### config.mk
export PLATFORM = sky130hd
export DESIGN_NAME = fmul_share_arbiter
export DESIGN_NICKNAME = d
export VERILOG_FILES = /design/src/rtl/fmul_share_arbiter.sv
export SDC_FILE = /design/constraint.sdc
export NUM_CORES = 1
export LEC_CHECK = 0
export CAP_MARGIN = 15
export CORE_AREA = 2 2 323 325
export DETAILED_ROUTE_END_ITERATION = 8
export DIE_AREA = 0 0 325 327
export PLACE_DENSITY = 0.4
export RECOVER_POWER = 25
export SLEW_MARGIN = 0
export SYNTH_ARGS = -nofsm -noshare
export SYNTH_HDL_FRONTEND = slang
export SYNTH_SLANG_ARGS = --single-unit
### constraint.sdc
create_clock -name ap_clk -period 2.6 [get_ports ap_clk]
set_clock_uncertainty 0.1 [all_clocks]
set_input_delay 0.26 -clock ap_clk [delete_from_list [all_inputs] [get_ports ap_clk]]
set_output_delay 0.26 -clock ap_clk [all_outputs]
set_load 0.02 [all_outputs]
### src/rtl/fmul_share_arbiter.sv
// fmul_share_arbiter: round-robin arbiter that time-shares one float64_mul
// core (ap_start/ap_ready/ap_done handshake) between NUM_REQ requesters.
// One operation is in flight at a time. The winner's operands are captured into
// mul_a/mul_b, the core is started, and the result is routed back to the
// winner with a one-cycle rsp_valid pulse.
// Optional build macro FMUL_ARB_STATS_EN adds per-requester completed-op
// counters (op_count) and a busy-cycle counter (busy_cycles).
module fmul_share_arbiter #(
  parameter int NUM_REQ = 4,
  parameter int DATA_W  = 64,
  parameter int KEY_W   = 18
) (
  input  logic                      ap_clk,
  input  logic                      ap_rst_n,
`ifdef FMUL_ARB_STATS_EN
  output logic [NUM_REQ*16-1:0]     op_count,
  output logic [31:0]               busy_cycles,
`endif
  input  logic [NUM_REQ-1:0]        req_valid,
  input  logic [NUM_REQ*DATA_W-1:0] req_a,
  input  logic [NUM_REQ*DATA_W-1:0] req_b,
  output logic [NUM_REQ-1:0]        req_ack,
  output logic [NUM_REQ-1:0]        rsp_valid,
  output logic [DATA_W-1:0]         rsp_data,
  output logic                      busy,
  output logic                      mul_ap_start,
  input  logic                      mul_ap_ready,
  input  logic                      mul_ap_done,
  output logic [DATA_W-1:0]         mul_a,
  output logic [DATA_W-1:0]         mul_b,
  input  logic [DATA_W-1:0]         mul_ap_return,
  input  logic [KEY_W-1:0]          working_key_in,
  output logic [KEY_W-1:0]          working_key
);

  localparam int GW = (NUM_REQ > 1) ? $clog2(NUM_REQ) : 1;

  typedef enum logic [1:0] {IDLE, ISSUE, WAIT} state_t;

  state_t            state, state_next;
  logic [GW-1:0]     grant, last_grant, winner, cand;
  logic              found;
  logic              do_grant, do_resp;
  logic [DATA_W-1:0] sel_a, sel_b;

  assign busy        = (state != IDLE);
  assign working_key = working_key_in;

  // Round-robin search: first requester above last_grant, wrapping around.
  always_comb begin
    // NOTE: every output of a combinational block gets a default first, so
    // no path through the block leaves a value held and a latch is inferred.
    winner = '0;
    cand   = '0;
    found  = 1'b0;
    for (int i = 1; i <= NUM_REQ; i++) begin
      cand = GW'((int'(last_grant) + i) % NUM_REQ);
      if (!found && req_valid[cand]) begin
        found  = 1'b1;
        winner = cand;
      end
    end
  end

  // Operand mux selecting the winner's slot from the packed request buses.
  always_comb begin
    sel_a = '0;
    sel_b = '0;
    for (int i = 0; i < NUM_REQ; i++) begin
      if (GW'(i) == winner) begin
        sel_a = req_a[i*DATA_W +: DATA_W];
        sel_b = req_b[i*DATA_W +: DATA_W];
      end
    end
  end

  // Next-state logic: grant in IDLE, wait for ready in ISSUE, done in WAIT.
  always_comb begin
    state_next = state;
    do_grant   = 1'b0;
    do_resp    = 1'b0;
    case (state)
      IDLE: begin
        if (found) begin
          do_grant   = 1'b1;
          state_next = ISSUE;
        end
      end
      ISSUE: begin
        if (mul_ap_ready) begin
          if (mul_ap_done) begin
            do_resp    = 1'b1;
            state_next = IDLE;
          end else begin
            state_next = WAIT;
          end
        end
      end
      WAIT: begin
        if (mul_ap_done) begin
          do_resp    = 1'b1;
          state_next = IDLE;
        end
      end
      default: state_next = IDLE;
    endcase
  end

  // State register.
  always_ff @(posedge ap_clk or negedge ap_rst_n) begin
    // NOTE: clocked state uses non-blocking assignments so every register
    // samples pre-edge values regardless of block evaluation order.
    if (!ap_rst_n) state <= IDLE;
    else           state <= state_next;
  end

  // Datapath: operand capture, grant bookkeeping, start and response pulses.
  always_ff @(posedge ap_clk or negedge ap_rst_n) begin
    if (!ap_rst_n) begin
      req_ack      <= '0;
      rsp_valid    <= '0;
      rsp_data     <= '0;
      mul_ap_start <= 1'b0;
      mul_a        <= '0;
      mul_b        <= '0;
      grant        <= '0;
      last_grant   <= GW'(NUM_REQ - 1);
    end else begin
      req_ack   <= '0;
      rsp_valid <= '0;
      if (do_grant) begin
        mul_a        <= sel_a;
        mul_b        <= sel_b;
        grant        <= winner;
        last_grant   <= winner;
        req_ack      <= NUM_REQ'(1) << winner;
        mul_ap_start <= 1'b1;
      end
      // Start is held until the core has accepted the operands.
      if (state == ISSUE && mul_ap_ready) mul_ap_start <= 1'b0;
      if (do_resp) begin
        rsp_data  <= mul_ap_return;
        rsp_valid <= NUM_REQ'(1) << grant;
      end
    end
  end

`ifdef FMUL_ARB_STATS_EN
  // Free-running statistics: wrap at max, cleared only by reset.
  always_ff @(posedge ap_clk or negedge ap_rst_n) begin
    if (!ap_rst_n) begin
      op_count    <= '0;
      busy_cycles <= '0;
    end else begin
      if (busy) busy_cycles <= busy_cycles + 32'd1;
      for (int i = 0; i < NUM_REQ; i++) begin
        if (rsp_valid[i]) op_count[i*16 +: 16] <= op_count[i*16 +: 16] + 16'd1;
      end
    end
  end
`else
  // Statistics counters are not built in this configuration.
`endif

endmodule
======== Word-level counts from Yosys, hierarchy flattened ========
Cells that the tools add are included.
cells by class
  $add $sub $neg .......................... 4
  $lt $le $gt $ge ......................... 4
  equality and inequality tests ........... 8
  shift operators ......................... 2
  muxes and demuxes ....................... 38
  reduce and logical (&&, ||, !) cells .... 12
operators by type and width
  cell                                                count
  2-to-1 mux 64 bit                                   8
  2-to-1 mux 2 bit                                    8
  2-to-1 mux 1 bit                                    14
  < comparator 2 x 3 -> 1 bit, second input constant  4
  binary-select mux 1 bit (select 2 bit)              4
  2-to-1 mux 4 bit                                    2
  << shifter 1 x 2 -> 4 bit, first input constant     2
  inequality test 2 bit, second input constant        3
  case mux 2 bit (3 select lines)                     1
  adder 2 x 1 -> 2 bit, second input constant         2
  adder 2 bit, second input constant                  2
  == test 2 bit, first input constant                 2
  logical AND 1 bit                                   4
  zero test 2 bit                                     2
  nonzero test 2 bit                                  2
  zero test 1 bit                                     3
  AND reduction 3 bit                                 1
  == test 1 x 2 -> 1 bit, first input constant        1
  == test 2 x 1 -> 1 bit, second input constant       1
  == test 2 bit, second input constant                1
  case mux 1 bit (2 select lines)                     1
storage, ports and cells
  bits in registers ....................... 207
  bits of input ports ..................... 602
  output and inout port bits .............. 220
  word-level logic and storage cells ...... 77

======== Depth between registers and ports, before layout ========
  depth in word-level cells ............... 18
  depth in mapped cells ................... 9
  depth with buffers taken out ............ 7

======== Worst setup path before layout ========
OpenSTA, ideal clock, no wires.
  path kind ............................... register to register
  from .................................... register state[1]
  to ...................................... register mul_a[45]
  library setup time ...................... 125 ps
  data arrival time ....................... 2189 ps
  required time ........................... 2375 ps
  setup slack ............................. 186 ps
  stages on the path, launching flop included .. 8
  path buffers ............................ 2
  period minus slack after synthesis ...... 2414 ps
  cells stage by stage .................... dfrtp_1 inv_1 ha_1 inv_1 nor2_1 clkbuf_1 clkbuf_1 mux2_2
between the ends
  longest elaborated chain between the ends .. 2
RTL lines
  element                   line  source
  start: declaration        40    state_t state, state_next;
  start signal: assignment  114   else state <= state_next;
  zero test 2 bit           82    case (state)
  2-to-1 mux 1 bit          82
  end signal: assignment    132   mul_a <= sel_a;
  end: declaration          29    output logic [DATA_W-1:0] mul_a,
Every way passes these cells.
A chain may end at the register's enable or synchronous reset.

======== Final worst setup path ========
  from .................................... register last_grant[1]
  to ...................................... register mul_a[14]
between the ends
  longest elaborated chain between the ends .. 18
  elaborated cells between the ends (all ways) .. 36
  those cells by class .................... add/sub (4); eq/ne (3); mux (22); reduce/logical (7)
RTL lines
  element                                 line  source
  start: declaration                      41    logic [GW-1:0] grant, last_grant, winner, cand;
  start signal: assignment                127   last_grant <= GW'(NUM_REQ - 1);
  start signal: assignment                135   last_grant <= winner;
  adder 2 x 1 -> 2 bit                    57    cand = GW'((int'(last_grant) + i) % NUM_REQ);
  binary-select mux 1 bit (select 2 bit)  58    if (!found && req_valid[cand]) begin
  2-to-1 mux 1 bit (not written as such)  58
  2-to-1 mux 1 bit                        58
  zero test 1 bit                         58
  logical AND 1 bit                       58
  2-to-1 mux 1 bit                        58
  zero test 1 bit                         58
  logical AND 1 bit                       58
  2-to-1 mux 1 bit                        58
  zero test 1 bit                         58
  logical AND 1 bit                       58
  2-to-1 mux 2 bit                        58
  zero test 2 bit                         70    if (GW'(i) == winner) begin
  2-to-1 mux 64 bit (4 in a row)          70
Parallel ways exist; a longest one is shown, timed or not. The select of a mux whose other input is x is not followed.

==> summary.md <==
| Metric | Value |
|---|---|
| IO Count | 822 |
| GP Congestion | 0.903 |
| Period utilization | 98.4% |
| Worst hold path type | primary input to flip-flop |
| PwrDens | 1100 nW/um2 |
| Die area | 106000 um2 |
| Fmax | 391 MHz |
| RSZ-0062 raised after global routing | true |
| Post-synth cell types | 35 |
| Grt ovf | 0 |
| Post-DP Area | 21000 um2 |
| CP required | 2980 ps |
| Max-Cap Viols | 1 |
| Vias per cell | 3.47 |
| Pin count of the biggest net entering global routing | 57 |
| Run status | complete, but fails checks |
| Flop2flop setup slack | 40 ps |
| Leakage | 8.46 nW |
| Post-synth EDFFs | 0 |
| CP max FO | 12 |
| Post-Syn Area | 10900 um2 |
| Number of global-route vias before repair | 11500 |
| Max VDD drop | 369 uV |
| Row Count | 118 |
| Sequential area share after synthesis | 47.4% |
| Post-route ant nets | 0 |
| IO Port Bufs | 785 |
| Detailed Place HPWL | 53700 um |
| Syn nets | 1313 |
| Crit path launch | last_grant[1]$_DFFE_PN1N_ |
| Minimum clock period | 2560 ps |
| Post-synthesis async set-or-reset flop share | 100% |
| Fin Hold WS | 177 ps |
| Nets@finish | 2143 |
| Hold wc startpoint | mul_ap_return[60] |
| CTS tree | done |
| Final core occ | 21.7% |
| Final-report hold violation count | 0 |
| Die Span Y | 327 um |
| Initial antenna violation count | 30 |
| Slew margin rel. | -28.0% |
| Clk root buf | clkbuf_16 |
| Residual DRC | 0 |
| First-pass GRT wire length | 90100 um |
| Layout cell share with drive strength beyond 1 | 27.0% |
| Flops & latches, synth | 207 |
| Clk sinks | 207 |
| Worst-margin pin slew | 1920 ps |
| Max-slew violations | 56 |
| Startpoint Class | flip-flop |
| Post-route cell area | 22300 um2 |
| Crit path capture type | flip-flop |
| Core Footprint | 103000 um2 |
| Area delta synth->final | 104% |
| Mapped Cells | 707 |
| Syn_area_per_cell | 15.5 um2 |
| Clock Latency Late Sink | 600 ps |
| CP Class | flip-flop to flip-flop |
| Ys flop type | dfrtp_1 |
| CTS clock-pin slew for the worst setup and hold paths | 60 ps |
| Synth warnings | 0 |
| Final setup vio count | 0 |
| Filler Cells Inserted | 11100 |
| CTS buffer count | 31 |
| Starting Density | 10.6% |
| # H-tree levels | 1 |
| Drt pass-1 iters | 4 |
| Post-Route WL | 65400 um |
| Wire length per cell | 22.2 um |
| Gr usage total | 11.9% |
| FF-to-FF Start | last_grant[1]$_DFFE_PN1N_ |
| CTS Buffer Depth | 3 |
| WP data arrival | 2940 ps |
| Failing checks | capacitance limit, slew limit |
| Die width | 325 um |
| DRT iter0 DRCs | 350 |
| Via Count | 10200 |
## power breakdown
| part | leakage (nW) | total (mW) | switching (mW) | internal (mW) |
|---|---|---|---|---|
| sequential | 2.47 | 5.84 | 0.948 | 4.89 |
| clock | 0.527 | 4.45 | 1.70 | 2.75 |
| combinational | 5.47 | 14.1 | 6.40 | 7.74 |
| total | 8.46 | 24.4 | 9.05 | 15.4 |
## worst max-delay path, cell delays in order (launching register included)
cell	delay, ps
dfstp_2	550
mux2i_1	220
a2bb2oi_2	290
nand2_8	100
buf_16	170
buf_12	130
buf_12	140
mux4_2	440
mux2_4	270
## through the flow
step	power (mW)	setup TNS, ps	worst slack, ps	instances
6_report	24.4	0	42.2	2947
3_5_place_dp	19.9	-17110	-224	2872
2_1_floorplan	12.9	0	186	707
3_3_place_gp	19.8	-20380	-225	2872
4_1_cts	24.7	-14.1	-6.98	2936
5_1_grt	25.8	-752	-40.3	2945
## cell usage after synthesis (all sizes together), types with 3 or more instances
cell type / number / area share [%]
dfrtp: 205 / 47
mux2: 167 / 17
mux4: 102 / 21
buf: 43 / 2.7
clkbuf: 32 / 1.1
o21ai: 28 / 1.3
a22oi: 27 / 1.9
a2bb2oi: 27 / 2.2
mux2i: 27 / 2.5
nand2: 9 / 0.33
inv: 6 / 0.21
ha: 4 / 0.46
a21oi: 3 / 0.17
nor2: 3 / 0.10
o21a: 3 / 0.21
## cells in the final DEF, fill, tap and decap left out, drive strengths merged, types with 9 or more instances in the layout
cell and count:
clkdlybuf4s50 783, dfrtp 205, mux2 167, mux4 102, buf 82, clkbuf 52, o21ai 28, a22oi 27
a2bb2oi 27, mux2i 27, nand2 9
## cell type report
type,count,area (um2),share of cell area [%]
timing repair buffer,872,8860,39.8
multi-input combinational,419,5410,24.3
sequential,207,5180,23.3
tap,1380,1730,7.75
clock buffer,47,936,4.20
clock inverter,10,128,0.573
inverter,6,22.5,0.101
antenna,6,15.0,0.0674
## state kept, by name (all words and copies together), names as in the netlist
| name | cells |
|---|---|
| grant | 2 |
| last_grant | 2 |
| mul_a | 64 |
| mul_ap_start | 1 |
| mul_b | 64 |
| req_ack | 4 |
| rsp_data | 64 |
| rsp_valid | 4 |
| state | 2 |
## worst paths after layout
check / end / depth (start not counted)
max reg2reg: mul_a[14]$_DFFE_PN0N_ / 8
max in group asynchronous: mul_b[35]$_DFFE_PN0N_ / 3
max: mul_a[14]$_DFFE_PN0N_ / 8
min reg2reg: rsp_valid[2]$_DFF_PN0_ / 1
min: rsp_data[60]$_DFFE_PN0P_ / 2
min in group asynchronous: mul_a[16]$_DFFE_PN0N_ / 2
## repair_timing
| item | 4_1_cts | 5_1_grt |
|---|---|---|
| hold buffers | 1 | 0 |
| pin swaps | 1 | 2 |
| setup endpoints to repair | 4 | 39 |
| gates cloned | 0 | 1 |
| endpoints found under the hold margin | 58 | 0 |
| gates resized for setup | 2 | 25 |
| setup buffers | 6 | 4 |
## kinds of logic after synthesis
logic type	Yosys count	share of synthesized area, %
AO/OA/AOI/OAI	93	6.19
adder cells (fa/ha/maj)	4	0.458
buffers and inverters	81	4.03
flip-flops	207	47.4
multiplexers	296	40.7
AND/OR/NAND/NOR	26	1.24
## layer usage
| layer | vias up | global-route usage [%] | wire [um] |
|---|---|---|---|
| met5 | - | 0 | 138 |
| met4 | 20 | 3.21 | 1540 |
| met3 | 108 | 4.35 | 5590 |
| met2 | 543 | 21.8 | 34100 |
| met1 | 5111 | 12.7 | 24000 |
| li1 | 4442 | - | - |
Note: power is estimated with default switching activity, not from simulation.
==> RTL edit, RTL diff (same settings) <==
`DATA_W`: 64 -> 68.
--- a/src/rtl/fmul_share_arbiter.sv
+++ b/src/rtl/fmul_share_arbiter.sv
@@ -8,5 +8,5 @@
 module fmul_share_arbiter #(
   parameter int NUM_REQ = 4,
-  parameter int DATA_W  = 64,
+  parameter int DATA_W  = 68,
   parameter int KEY_W   = 18
 ) (
Ports: changed (6 resized); port bits go from 822 to 870. No check against the original RTL was run, so the function may have changed too.
==> RTL edit against the original RTL <==
  * The run still ends with capacitance limit, slew limit left
  * Via count up 15%
  * Routed wire length up 0.59%
  * Die area stayed put
  * Area after synthesis is 13% higher
  * Final area increased by 6.2%
  * Setup slack better by 0.18 ns
  * Critical path depth is 1 lower
  * Sequential cell count rose by 12
  * Sequential share of layout area decreased by 0.081 points
  * Non-clock buffer count rose by 47
  * Power increased by 5.8%
==> RTL edit: results (changes against the original RTL) <==
Route
  • WL met3: 5.29 mm (-5.3%)
  • Routed wl met2: 34.3 mm (+0.52%)
  • M1 WL: 24.4 mm (+1.6%)
  • Detailed Route Iter0 Violations: 346 (-1.1%)
  • DR vias/cell: 3.61 (+4.0%)
  • Final Routed Wirelength: 65.7 mm (+0.59%)
  • Vias post-DR: 11700 (+15%)

Logic synthesis
  • Most common library cells after synthesis: mux2i_1 (273), dfrtp_1 (217), nor2_1 (94)
  • Ys async rst share: 1.00 (unchanged)
  • Area contributors post-synth: dfrtp_1 (44%), mux2i_1 (22%), a221oi_2 (10%)
  • Synth Area in Compound Gates: 0.147 (+0.0855)
  • Cells after Synth: 995 (+41%)
  • Adder-cell share of the synthesized area: 0.00403 (-0.000544)
  • Register area share after synthesis: 0.442 (-0.0322)
  • Mux cell area share after synthesis: 0.283 (-0.124)
  • Syn nets: 1637 (+25%)

Setup path
  • CP delay by family, top: flip-flops
  • Reg2reg end: mul_b[8]
  • R2r setup slk: 0.22 ns (+0.18 ns)
  • Crit-path max cell delay: 0.64 ns (+0.09 ns)
  • Crit-path max FO: 30 (+18)
  • Critical Path AT: 2.74 ns (-0.20 ns)
  • R2r worst-path depth: 7 (-1)

Clock network
  • Post-CTS sizing: 1 (-1)
  • Setup repair bufs after CTS: 0 (-6)

Power and ir drop
  • Reg power frac: 0.238
  • Net Sw Frac: 0.411 (+0.0402)
  • Clk pwr: 4.37 mW (-2%)
  • Sequential power: 6.15 mW (+5.3%)
  • LEAKAGE: 9.59 nW (+13%)
  • Maximum vdd drop: 0.498 mV (+35%)

STA
  • Slew Limit Fails: 54 (-3.6%)
  • Fmax: 0.420 GHz (+7.5%)
  • Post-route worst hold slack: 0.170 ns (-0.00678 ns)
  • Worst slew margin: -0.268 (+0.0117)

Run
  • # Max-Cap Violations: 1 (unchanged)

GRT
  • Antenna violations before repair: 12 (-60%)
  • All-Layer GR Usage: 0.118 (-0.000195)
  • Met1 usage: 0.125 (-0.00200)
  • Met3 usage: 0.0413 (-0.00224)
  • First-pass GRT wire length: 93.5 mm (+3.8%)
  • Met2 Usage GRT: 0.220 (+0.00255)
  • Largest net degree at the start of global routing: 73 (+28%)

Place
  • Number of port buffers: 833 (+6.1%)
  • Post-Place Worst Slack: -0.0294 ns (+0.194 ns)
  • Dpl cells: 3190 (+11%)
  • Detailed placer's ending HPWL: 54.1 mm (+0.79%)
  • Routability cong.: 0.913 (+1.1%)
  • Placed Area: 0.0226 mm^2 (+7.9%)

Layout
  • Largest registers: mul_a: 68 flops, mul_b: 68 flops, rsp_data: 68 flops
  • Fin nets: 2486 (+16%)
  • Layout cells sized above 1: 0.159 (-0.111)

Min path
  • Hold Path Class: in2reg
  • Worst min-delay path startpoint: mul_ap_return[18]
  • Hold Path Sink: rsp_data[18]

Status
  • Status: finished, violations left
  • Failing checks: capacitance limit, slew limit
RTL edit: cell types whose count changed in the layout (fill, tap and decap cells not counted), moves of 11 or more:
| cell | change |
|---|---|
| mux2_4 | -11 |
| o21ai_0 | -27 |
| nand2_1 | +53 |
| mux2i_1 | +250 |
| clkdlybuf4s50_1 | +48 |
| a2bb2oi_1 | -25 |
| nor2_1 | +91 |
| mux2_2 | -87 |
| dfrtp_1 | +12 |
| a22oi_1 | -26 |
| a221oi_2 | +84 |
| o221ai_1 | +53 |
| mux4_2 | -102 |
RTL edit: how the worst max path moves through the flow:
stage | end | from
global placement | mul_b[8] | req_valid[3]
global route | busy | state[1]
floorplan | mul_a[0] | last_grant[1]
finish | mul_b[8] | last_grant[1]
CTS | busy | state[1]
detailed placement | mul_b[8] | req_valid[3]
RTL edit: cell type report:
class	count	area, um^2
diodes	5	12.5
clock buffers	47	936
clock inverters	7	91.3
fillers	11100	79300
inverters	6	22.5
multi-input cells	667	6130
flip-flops and latches	219	5480
well taps	1380	1730
repair buffers	919	9260
